$ cat src/rtl/ex_pkg.sv
// Shared encodings for the execute stage: ALU op classes, ALU control codes,
// RV32M funct3 codes, forwarding selects and the MDU FSM state type.
package ex_pkg;

    localparam logic [1:0] ALUOP_ADD   = 2'b00;
    localparam logic [1:0] ALUOP_SUB   = 2'b01;
    localparam logic [1:0] ALUOP_RTYPE = 2'b10;
    localparam logic [1:0] ALUOP_ITYPE = 2'b11;

    localparam logic [3:0] ALU_CTRL_ADD  = 4'd0;
    localparam logic [3:0] ALU_CTRL_SUB  = 4'd1;
    localparam logic [3:0] ALU_CTRL_SLL  = 4'd2;
    localparam logic [3:0] ALU_CTRL_SLT  = 4'd3;
    localparam logic [3:0] ALU_CTRL_SLTU = 4'd4;
    localparam logic [3:0] ALU_CTRL_XOR  = 4'd5;
    localparam logic [3:0] ALU_CTRL_SRL  = 4'd6;
    localparam logic [3:0] ALU_CTRL_SRA  = 4'd7;
    localparam logic [3:0] ALU_CTRL_OR   = 4'd8;
    localparam logic [3:0] ALU_CTRL_AND  = 4'd9;

    localparam logic [2:0] F3_MUL    = 3'd0;
    localparam logic [2:0] F3_MULH   = 3'd1;
    localparam logic [2:0] F3_MULHSU = 3'd2;
    localparam logic [2:0] F3_MULHU  = 3'd3;
    localparam logic [2:0] F3_DIV    = 3'd4;
    localparam logic [2:0] F3_DIVU   = 3'd5;
    localparam logic [2:0] F3_REM    = 3'd6;
    localparam logic [2:0] F3_REMU   = 3'd7;

    localparam logic [6:0] F7_MEXT = 7'b0000001;

    localparam logic [1:0] FWD_REG  = 2'b00;
    localparam logic [1:0] FWD_WB   = 2'b01;
    localparam logic [1:0] FWD_MEM  = 2'b10;
    localparam logic [1:0] FWD_ZERO = 2'b11;

    typedef enum logic [1:0] {
        MDU_IDLE = 2'd0,
        MDU_MUL  = 2'd1,
        MDU_DIV  = 2'd2,
        MDU_DONE = 2'd3
    } mdu_state_e;

    function automatic logic is_mop(input logic [1:0] aluop, input logic [6:0] funct7);
        return (aluop == ALUOP_RTYPE) && (funct7 == F7_MEXT);
    endfunction

endpackage

$ cat src/rtl/ex_mdu.sv
// RV32M multiply/divide unit: issue-time operand capture, fixed-latency multiply
// and a radix-2 restoring divider, sequenced by an IDLE/MUL/DIV/DONE FSM.
module ex_mdu
    import ex_pkg::*;
#(
    parameter int XLEN    = 32,
    parameter int MUL_LAT = 2
) (
    input  logic            clk_i,
    input  logic            rst_ni,
    input  logic            start_i,
    input  logic            flush_i,
    input  logic [2:0]      funct3_i,
    input  logic [XLEN-1:0] op_a_i,
    input  logic [XLEN-1:0] op_b_i,
    output logic            stall_o,
    output logic            done_o,
    output logic [XLEN-1:0] result_o
);

    localparam int CNT_W = $clog2(XLEN + MUL_LAT + 1);
    localparam logic [CNT_W-1:0] MUL_LAST = (MUL_LAT > 1) ? CNT_W'(MUL_LAT - 2) : '0;
    localparam logic [CNT_W-1:0] DIV_LAST = CNT_W'(XLEN - 1);

    mdu_state_e      state_q, state_d;
    logic [CNT_W-1:0] cnt_q, cnt_d;
    logic [2:0]      f3_q, f3_d;
    logic [XLEN-1:0] a_q, a_d, b_q, b_d;
    logic [XLEN-1:0] quo_q, quo_d, rem_q, rem_d, dvs_q, dvs_d;
    logic            negq_q, negq_d, negr_q, negr_d;

    // Divide operates on magnitudes; signs are reapplied when the result is read.
    logic            a_neg, b_neg;
    logic [XLEN-1:0] a_mag, b_mag;
    logic [XLEN:0]   div_shift, div_diff;

    assign a_neg = ~funct3_i[0] & op_a_i[XLEN-1];
    assign b_neg = ~funct3_i[0] & op_b_i[XLEN-1];
    assign a_mag = a_neg ? -op_a_i : op_a_i;
    assign b_mag = b_neg ? -op_b_i : op_b_i;

    assign div_shift = {rem_q, quo_q[XLEN-1]};
    assign div_diff  = div_shift - {1'b0, dvs_q};

    always_comb begin
        state_d = state_q;
        cnt_d   = cnt_q;
        f3_d    = f3_q;
        a_d     = a_q;
        b_d     = b_q;
        quo_d   = quo_q;
        rem_d   = rem_q;
        dvs_d   = dvs_q;
        negq_d  = negq_q;
        negr_d  = negr_q;
        stall_o = 1'b0;
        case (state_q)
            MDU_IDLE: begin
                if (start_i && !flush_i) begin
                    stall_o = 1'b1;
                    cnt_d   = '0;
                    f3_d    = funct3_i;
                    a_d     = op_a_i;
                    b_d     = op_b_i;
                    quo_d   = a_mag;
                    rem_d   = '0;
                    dvs_d   = b_mag;
                    negq_d  = a_neg ^ b_neg;
                    negr_d  = a_neg;
                    if (funct3_i[2])
                        state_d = MDU_DIV;
                    else
                        state_d = (MUL_LAT == 1) ? MDU_DONE : MDU_MUL;
                end
            end
            MDU_MUL: begin
                if (flush_i) begin
                    state_d = MDU_IDLE;
                end else begin
                    stall_o = 1'b1;
                    if (cnt_q == MUL_LAST) state_d = MDU_DONE;
                    else                   cnt_d   = cnt_q + 1'b1;
                end
            end
            MDU_DIV: begin
                if (flush_i) begin
                    state_d = MDU_IDLE;
                end else begin
                    stall_o = 1'b1;
                    quo_d   = {quo_q[XLEN-2:0], ~div_diff[XLEN]};
                    rem_d   = div_diff[XLEN] ? div_shift[XLEN-1:0] : div_diff[XLEN-1:0];
                    if (cnt_q == DIV_LAST) state_d = MDU_DONE;
                    else                   cnt_d   = cnt_q + 1'b1;
                end
            end
            MDU_DONE: state_d = MDU_IDLE;
            default:  state_d = MDU_IDLE;
        endcase
    end

    always_ff @(posedge clk_i) begin
        if (!rst_ni) begin
            state_q <= MDU_IDLE;
            cnt_q   <= '0;
            f3_q    <= '0;
            a_q     <= '0;
            b_q     <= '0;
            quo_q   <= '0;
            rem_q   <= '0;
            dvs_q   <= '0;
            negq_q  <= 1'b0;
            negr_q  <= 1'b0;
        end else begin
            state_q <= state_d;
            cnt_q   <= cnt_d;
            f3_q    <= f3_d;
            a_q     <= a_d;
            b_q     <= b_d;
            quo_q   <= quo_d;
            rem_q   <= rem_d;
            dvs_q   <= dvs_d;
            negq_q  <= negq_d;
            negr_q  <= negr_d;
        end
    end

    // Sign-extending to 2*XLEN lets one unsigned multiply serve all four variants.
    logic            a_sgn, b_sgn;
    logic [2*XLEN-1:0] a_ext, b_ext, prod;
    logic [XLEN-1:0] mul_res, quo_fix, rem_fix, div_res;

    assign a_sgn = (f3_q == F3_MULH) || (f3_q == F3_MULHSU);
    assign b_sgn = (f3_q == F3_MULH);
    assign a_ext = {{XLEN{a_sgn & a_q[XLEN-1]}}, a_q};
    assign b_ext = {{XLEN{b_sgn & b_q[XLEN-1]}}, b_q};
    assign prod  = a_ext * b_ext;
    assign mul_res = (f3_q == F3_MUL) ? prod[XLEN-1:0] : prod[2*XLEN-1:XLEN];

    assign quo_fix = (b_q == '0) ? '1  : (negq_q ? -quo_q : quo_q);
    assign rem_fix = (b_q == '0) ? a_q : (negr_q ? -rem_q : rem_q);
    assign div_res = f3_q[1] ? rem_fix : quo_fix;

    assign done_o   = (state_q == MDU_DONE);
    assign result_o = f3_q[2] ? div_res : mul_res;

endmodule

$ cat src/rtl/ex_stage_md.sv
// Execute stage: forwarding muxes, ALUSrc mux, ALU control, ALU, branch adder and
// the ex_mdu instance. Optional stall-cycle counter built when EX_STALL_CNT_EN is defined.
module ex_stage_md
    import ex_pkg::*;
#(
    parameter int XLEN    = 32,
    parameter int MUL_LAT = 2
) (
    input  logic            clk,
    input  logic            reset_n,
    input  logic            valid_ex,
    input  logic            flush_ex,
    input  logic [XLEN-1:0] imm_ex,
    input  logic [XLEN-1:0] reg_data1_ex,
    input  logic [XLEN-1:0] reg_data2_ex,
    input  logic [XLEN-1:0] pc_ex,
    input  logic [2:0]      funct3_ex,
    input  logic [6:0]      funct7_ex,
    input  logic [1:0]      aluop_ex,
    input  logic            alusrc_ex,
    input  logic [1:0]      forward_a,
    input  logic [1:0]      forward_b,
    input  logic [XLEN-1:0] alu_data_wb,
    input  logic [XLEN-1:0] alu_out_mem,
    output logic            zero_ex,
    output logic [XLEN-1:0] alu_out_ex,
    output logic [XLEN-1:0] pc_branch_ex,
    output logic [XLEN-1:0] reg_data2_final,
    output logic            stall_ex,
    output logic [31:0]     stall_cycles
);

    localparam int SHW = $clog2(XLEN);

    logic [XLEN-1:0] fwd_a, fwd_b, op_b, alu_res, mdu_res;
    logic [3:0]      alu_ctrl;
    logic            mdu_done;

    always_comb begin
        fwd_a = '0;
        case (forward_a)
            FWD_REG:  fwd_a = reg_data1_ex;
            FWD_WB:   fwd_a = alu_data_wb;
            FWD_MEM:  fwd_a = alu_out_mem;
            default:  fwd_a = '0;
        endcase
    end

    always_comb begin
        fwd_b = '0;
        case (forward_b)
            FWD_REG:  fwd_b = reg_data2_ex;
            FWD_WB:   fwd_b = alu_data_wb;
            FWD_MEM:  fwd_b = alu_out_mem;
            default:  fwd_b = '0;
        endcase
    end

    assign op_b            = alusrc_ex ? imm_ex : fwd_b;
    assign reg_data2_final = fwd_b;
    assign pc_branch_ex    = pc_ex + imm_ex;

    // I-type has no SUB; funct7[5] still picks SRAI over SRLI.
    always_comb begin
        alu_ctrl = ALU_CTRL_ADD;
        case (aluop_ex)
            ALUOP_ADD: alu_ctrl = ALU_CTRL_ADD;
            ALUOP_SUB: alu_ctrl = ALU_CTRL_SUB;
            default: begin
                case (funct3_ex)
                    3'd0: alu_ctrl = (aluop_ex == ALUOP_RTYPE && funct7_ex[5]) ? ALU_CTRL_SUB : ALU_CTRL_ADD;
                    3'd1: alu_ctrl = ALU_CTRL_SLL;
                    3'd2: alu_ctrl = ALU_CTRL_SLT;
                    3'd3: alu_ctrl = ALU_CTRL_SLTU;
                    3'd4: alu_ctrl = ALU_CTRL_XOR;
                    3'd5: alu_ctrl = funct7_ex[5] ? ALU_CTRL_SRA : ALU_CTRL_SRL;
                    3'd6: alu_ctrl = ALU_CTRL_OR;
                    default: alu_ctrl = ALU_CTRL_AND;
                endcase
            end
        endcase
    end

    always_comb begin
        alu_res = '0;
        case (alu_ctrl)
            ALU_CTRL_ADD:  alu_res = fwd_a + op_b;
            ALU_CTRL_SUB:  alu_res = fwd_a - op_b;
            ALU_CTRL_SLL:  alu_res = fwd_a << op_b[SHW-1:0];
            ALU_CTRL_SLT:  alu_res = {{(XLEN-1){1'b0}}, $signed(fwd_a) < $signed(op_b)};
            ALU_CTRL_SLTU: alu_res = {{(XLEN-1){1'b0}}, fwd_a < op_b};
            ALU_CTRL_XOR:  alu_res = fwd_a ^ op_b;
            ALU_CTRL_SRL:  alu_res = fwd_a >> op_b[SHW-1:0];
            ALU_CTRL_SRA:  alu_res = $signed(fwd_a) >>> op_b[SHW-1:0];
            ALU_CTRL_OR:   alu_res = fwd_a | op_b;
            ALU_CTRL_AND:  alu_res = fwd_a & op_b;
            default:       alu_res = '0;
        endcase
    end

    ex_mdu #(
        .XLEN    (XLEN),
        .MUL_LAT (MUL_LAT)
    ) u_mdu (
        .clk_i    (clk),
        .rst_ni   (reset_n),
        .start_i  (valid_ex && is_mop(aluop_ex, funct7_ex)),
        .flush_i  (flush_ex),
        .funct3_i (funct3_ex),
        .op_a_i   (fwd_a),
        .op_b_i   (fwd_b),
        .stall_o  (stall_ex),
        .done_o   (mdu_done),
        .result_o (mdu_res)
    );

    assign alu_out_ex = mdu_done ? mdu_res : alu_res;
    assign zero_ex    = (alu_out_ex == '0);

`ifdef EX_STALL_CNT_EN
    logic [31:0] stall_cnt_q, stall_cnt_d;

    assign stall_cnt_d = stall_ex ? stall_cnt_q + 32'd1 : stall_cnt_q;

    always_ff @(posedge clk) begin
        if (!reset_n) stall_cnt_q <= '0;
        else          stall_cnt_q <= stall_cnt_d;
    end

    assign stall_cycles = stall_cnt_q;
`else
    assign stall_cycles = '0;
`endif

endmodule

$ cat config.mk
export PLATFORM = sky130hd
export DESIGN_NAME = ex_stage_md
export DESIGN_NICKNAME = d
export VERILOG_FILES = /design/src/rtl/ex_pkg.sv /design/src/rtl/ex_mdu.sv /design/src/rtl/ex_stage_md.sv
export SDC_FILE = /design/constraint.sdc
export NUM_CORES = 2
export LEC_CHECK = 0
export BUFFER_PORTS_ARGS = -buffer_cell sky130_fd_sc_hd__buf_4
export CAP_MARGIN = 20
export CORE_ASPECT_RATIO = 0.8
export CORE_MARGIN = 5
export CORE_UTILIZATION = 30
export CTS_BUF_LIST = sky130_fd_sc_hd__clkbuf_8
export CTS_CLUSTER_DIAMETER = 80
export CTS_CLUSTER_SIZE = 14
export DETAILED_ROUTE_END_ITERATION = 6
export RECOVER_POWER = 50
export SYNTH_ARGS = -nofsm -noshare
export SYNTH_HDL_FRONTEND = slang
export SYNTH_SLANG_ARGS = --single-unit
$ cat constraint.sdc
create_clock -name clk -period 12.4 [get_ports clk]
set_clock_uncertainty 0.2 [all_clocks]
set_input_delay 3.1 -clock clk [delete_from_list [all_inputs] [get_ports clk]]
set_output_delay 3.1 -clock clk [all_outputs]
set_load 0.1 [all_outputs]
==> results_tabular.tex <==
\begin{tabular}{lr}
\hline
Metric & Value \\
\hline
\multicolumn{2}{l}{\textbf{Status}} \\
\quad Run status & complete, but fails checks \\
\quad Violated checks & design-rule violations, max-capacitance violations, max-slew violations, negative setup slack \\
\multicolumn{2}{l}{\textbf{STA}} \\
\quad Final Slew Violations & 302 \\
\quad Final hold violations & 0 \\
\quad Minimum clock period after layout & 13190 ps \\
\quad Slew @ Worst Pin & 3450 ps \\
\quad Worst setup slack after layout & -791 ps \\
\quad Count of final setup violators & 7 \\
\quad Max Clk Rate & 0.0758 GHz \\
\quad Slew HR & -130\% \\
\quad Period Utilization, post-route & 106\% \\
\quad RSZ-0062 raised after global routing & yes \\
\quad Total negative setup slack & -2460 ps \\
\multicolumn{2}{l}{\textbf{Clocking}} \\
\quad Clk pin slew, worst setup/hold paths & 110 ps \\
\quad Clk Tree Root Cell & clkbuf\_8 \\
\quad Number of clock sinks & 172 \\
\quad Clock Path Buffers & 2 \\
\quad Hold Buf Count CTS & 0 \\
\quad Clock latency of the later-clocked register in the worst-skew pair & 590 ps \\
\quad CTS tree & yes \\
\quad Total CTS buffers & 17 \\
\quad Number of levels the H-tree was split into & 4 \\
\multicolumn{2}{l}{\textbf{Hold path}} \\
\quad Hold Crit Depth & 2 \\
\quad Worst hold path class & flip-flop to flip-flop \\
\multicolumn{2}{l}{\textbf{Cells and area}} \\
\quad Share of post-route cells with drive strength above 1 & 20.2\% \\
\quad Leading cell type in the layout, fill and taps excluded & inv\_1 \\
\quad Post-layout utilization of the core & 37.4\% \\
\quad Net total in the final layout & 10400 \\
\quad Highest-count cells in the layout ignoring fill and taps & 1320 x inv\_1, 1164 x buf\_4, 1129 x nand2\_1 \\
\quad Filler instances & 21200 \\
\quad Non-Filler Instances & 11400 \\
\quad Area growth from synthesis to final layout & 23.7\% \\
\multicolumn{2}{l}{\textbf{Drt}} \\
\quad Number of detailed-routing iterations run before antenna repair & 7 \\
\quad Number of nets with antenna violations after detailed routing & 0 \\
\quad Post-route DRC & 3 \\
\quad Via count & 61300 \\
\quad Routed wire per std cell & 24.8 um \\
\quad Detailed Route Iter0 Violations & 7353 \\
\quad Number of vias per cell & 5.38 \\
\quad Overall routed net length & 283 mm \\
\multicolumn{2}{l}{\textbf{Placed design}} \\
\quad Placed Cells & 11300 \\
\quad Final GP Congestion & 1.14 \\
\quad Half-perimeter wire length of the detailed placement result & 240 mm \\
\quad IO buf count & 310 \\
\multicolumn{2}{l}{\textbf{Worst setup path}} \\
\quad CP Data Required Time & 9100 ps \\
\quad Worst Setup Start Kind & flip-flop \\
\quad Crit-path max FO & 8 \\
\quad Class of the most critical setup path & flip-flop to primary output \\
\quad Most common cell on crit path & fa\_1 \\
\quad Data arrival time of the critical path & 9890 ps \\
\quad Cell type of the slowest stage on the worst timing path & fa\_1 \\
\quad Crit end category & primary output \\
\quad Number of cells on the worst reg-to-reg path & 6 \\
\quad Maximum cell stage delay along the critical path & 540 ps \\
\multicolumn{2}{l}{\textbf{Pwr}} \\
\quad Power consumption & 4.00 mW \\
\quad Worst vdd rail ir drop & 0.0000900 V \\
\quad Leakage power of the design & 35.2 nW \\
\quad Power density over the cells & 51.7 nW/um2 \\
\multicolumn{2}{l}{\textbf{Synth}} \\
\quad Area of the mapped netlist & 62400 um2 \\
\quad Unique cell type count in the Yosys netlist & 100 \\
\quad Synthesized instance count & 7813 \\
\quad Sequential share of the synthesized area & 5.51\% \\
\quad Count of flip-flops with a built-in enable after synthesis & 0 \\
\quad Fraction of registers with async set or reset after synthesis & 0\% \\
\quad Number of synthesis warnings & 0 \\
\quad Avg Synthesized Cell Area & 7.99 um2 \\
\quad Most used flip-flop cell after synthesis & dfxtp\_1 \\
\quad Register bit count reported by yosys & 172 \\
\multicolumn{2}{l}{\textbf{GRT}} \\
\quad Global-route wire length before repair & 411 mm \\
\quad Aggregate global routing overflow & 0 \\
\quad Vias in the first global route & 60400 \\
\quad Antenna violations before repair & 21 \\
\quad Global router's overall resource usage & 25.3\% \\
\quad Largest net degree at the start of global routing & 83 \\
\multicolumn{2}{l}{\textbf{Floorplan}} \\
\quad FP Rows & 149 \\
\quad I/O pin count & 343 \\
\quad Width of the die & 520 um \\
\quad Std-Cell Core Area & 207000 um2 \\
\quad Die outline area & 217000 um2 \\
\quad Initial cell density of the core & 30.2\% \\
\quad Height of the chip & 418 um \\
\multicolumn{2}{l}{\textbf{Flow run}} \\
\quad Max-capacitance violation count & 6 \\
\hline
\end{tabular}
[flip-flops by register name, summed over array words and instances (netlist names)]
| register | count |
|---|---|
| u_mdu.a_q | 32 |
| u_mdu.b_q | 31 |
| u_mdu.cnt_q | 6 |
| u_mdu.dvs_q | 32 |
| u_mdu.f3_q | 3 |
| u_mdu.negq_q | 1 |
| u_mdu.negr_q | 1 |
| u_mdu.quo_q | 32 |
| u_mdu.rem_q | 32 |
| u_mdu.state_q | 2 |
[critical path, delay by kind of cell (launching register included)]
kind,cells,cell delay (ps)
buffers and inverters,9,1130
XOR/XNOR,1,360
flip-flops,1,390
AND/OR/NAND/NOR,7,1750
adder cells (fa/ha/maj),9,4320
AO/OA/AOI/OAI,6,1350
[synthesized netlist by cell type, types with 158 or more instances]
library cell / n / area share (%)
dfxtp_1: 172 / 5.5
fa_1: 1129 / 36
and2_1: 325 / 3.3
clkbuf_1: 463 / 2.8
mux2i_1: 158 / 2.5
a21oi_1: 353 / 2.8
o21ai_0: 275 / 2.2
nand2_1: 1146 / 6.9
inv_1: 1335 / 8.0
nor2_1: 454 / 2.7
ha_1: 382 / 7.7
xnor2_1: 163 / 2.3
[kinds of logic after synthesis]
family / synth area share, %
xor gates and xnor gates: 3.58
other: 0.00600
AOI/OAI and AO/OA: 14.5
adders and majority gates: 43.8
and+or+nand+nor: 17.4
DFF: 5.51
muxes: 3.47
buffers and inverters: 11.7
[report_power, final]
| part | switching (mW) | internal (mW) | total (mW) |
|---|---|---|---|
| registers | 0.0692 | 0.589 | 0.658 |
| clock network | 0.293 | 0.156 | 0.448 |
| logic | 1.96 | 0.924 | 2.89 |
[metrics by stage]
| stage | setup slack, ps | hold slack, ps | instance area [um2] |
|---|---|---|---|
| after floorplan | -604 | 232 | 63100 |
| after global placement | -948 | 243 | 74700 |
| after detailed placement | -803 | 245 | 74700 |
| after CTS | -757 | 261 | 76300 |
| after global routing | -954 | 285 | 77200 |
| final | -791 | 258 | 77200 |
[final timing paths]
path / start / slack, ps / endpoint
setup / recovery: u_mdu.dvs_q[0] / -790 / zero_ex
hold / removal: u_mdu.dvs_q[1] / 260 / u_mdu.dvs_q[1]
setup reg to reg: u_mdu.state_q[0] / 5730 / u_mdu.b_q[9]
hold reg to reg: u_mdu.dvs_q[1] / 260 / u_mdu.dvs_q[1]
[area by class of cell]
cell class	instances	area [um2]	area share (%)
inverters	1343	5060	6.55
well taps	2718	3400	4.40
clock inverters	14	145	0.188
multi-input cells	5783	53200	68.8
flip-flops and latches	172	3560	4.60
diodes	7	17.5	0.0227
clock buffers	18	248	0.321
repair buffers	1342	11600	15.1
[layer usage]
metal | global-route usage (%) | vias up | routed length, um
met2 | 35.6 | 3115 | 114000
met3 | 7.49 | 399 | 33400
met4 | 7.59 | 14 | 10800
met1 | 37.0 | 31200 | 125000
met5 | 0 | - | 93
li1 | - | 26500 | -
[timing repair]
| action | in CTS | in global routing |
|---|---|---|
| endpoints found under the setup margin | 16 | 17 |
| gates cloned | 1 | 4 |
| pin swaps | 63 | 62 |
| resized for setup | 232 | 136 |
| setup buffers | 44 | 34 |
No activity file was read; power rests on OpenSTA's default activity.
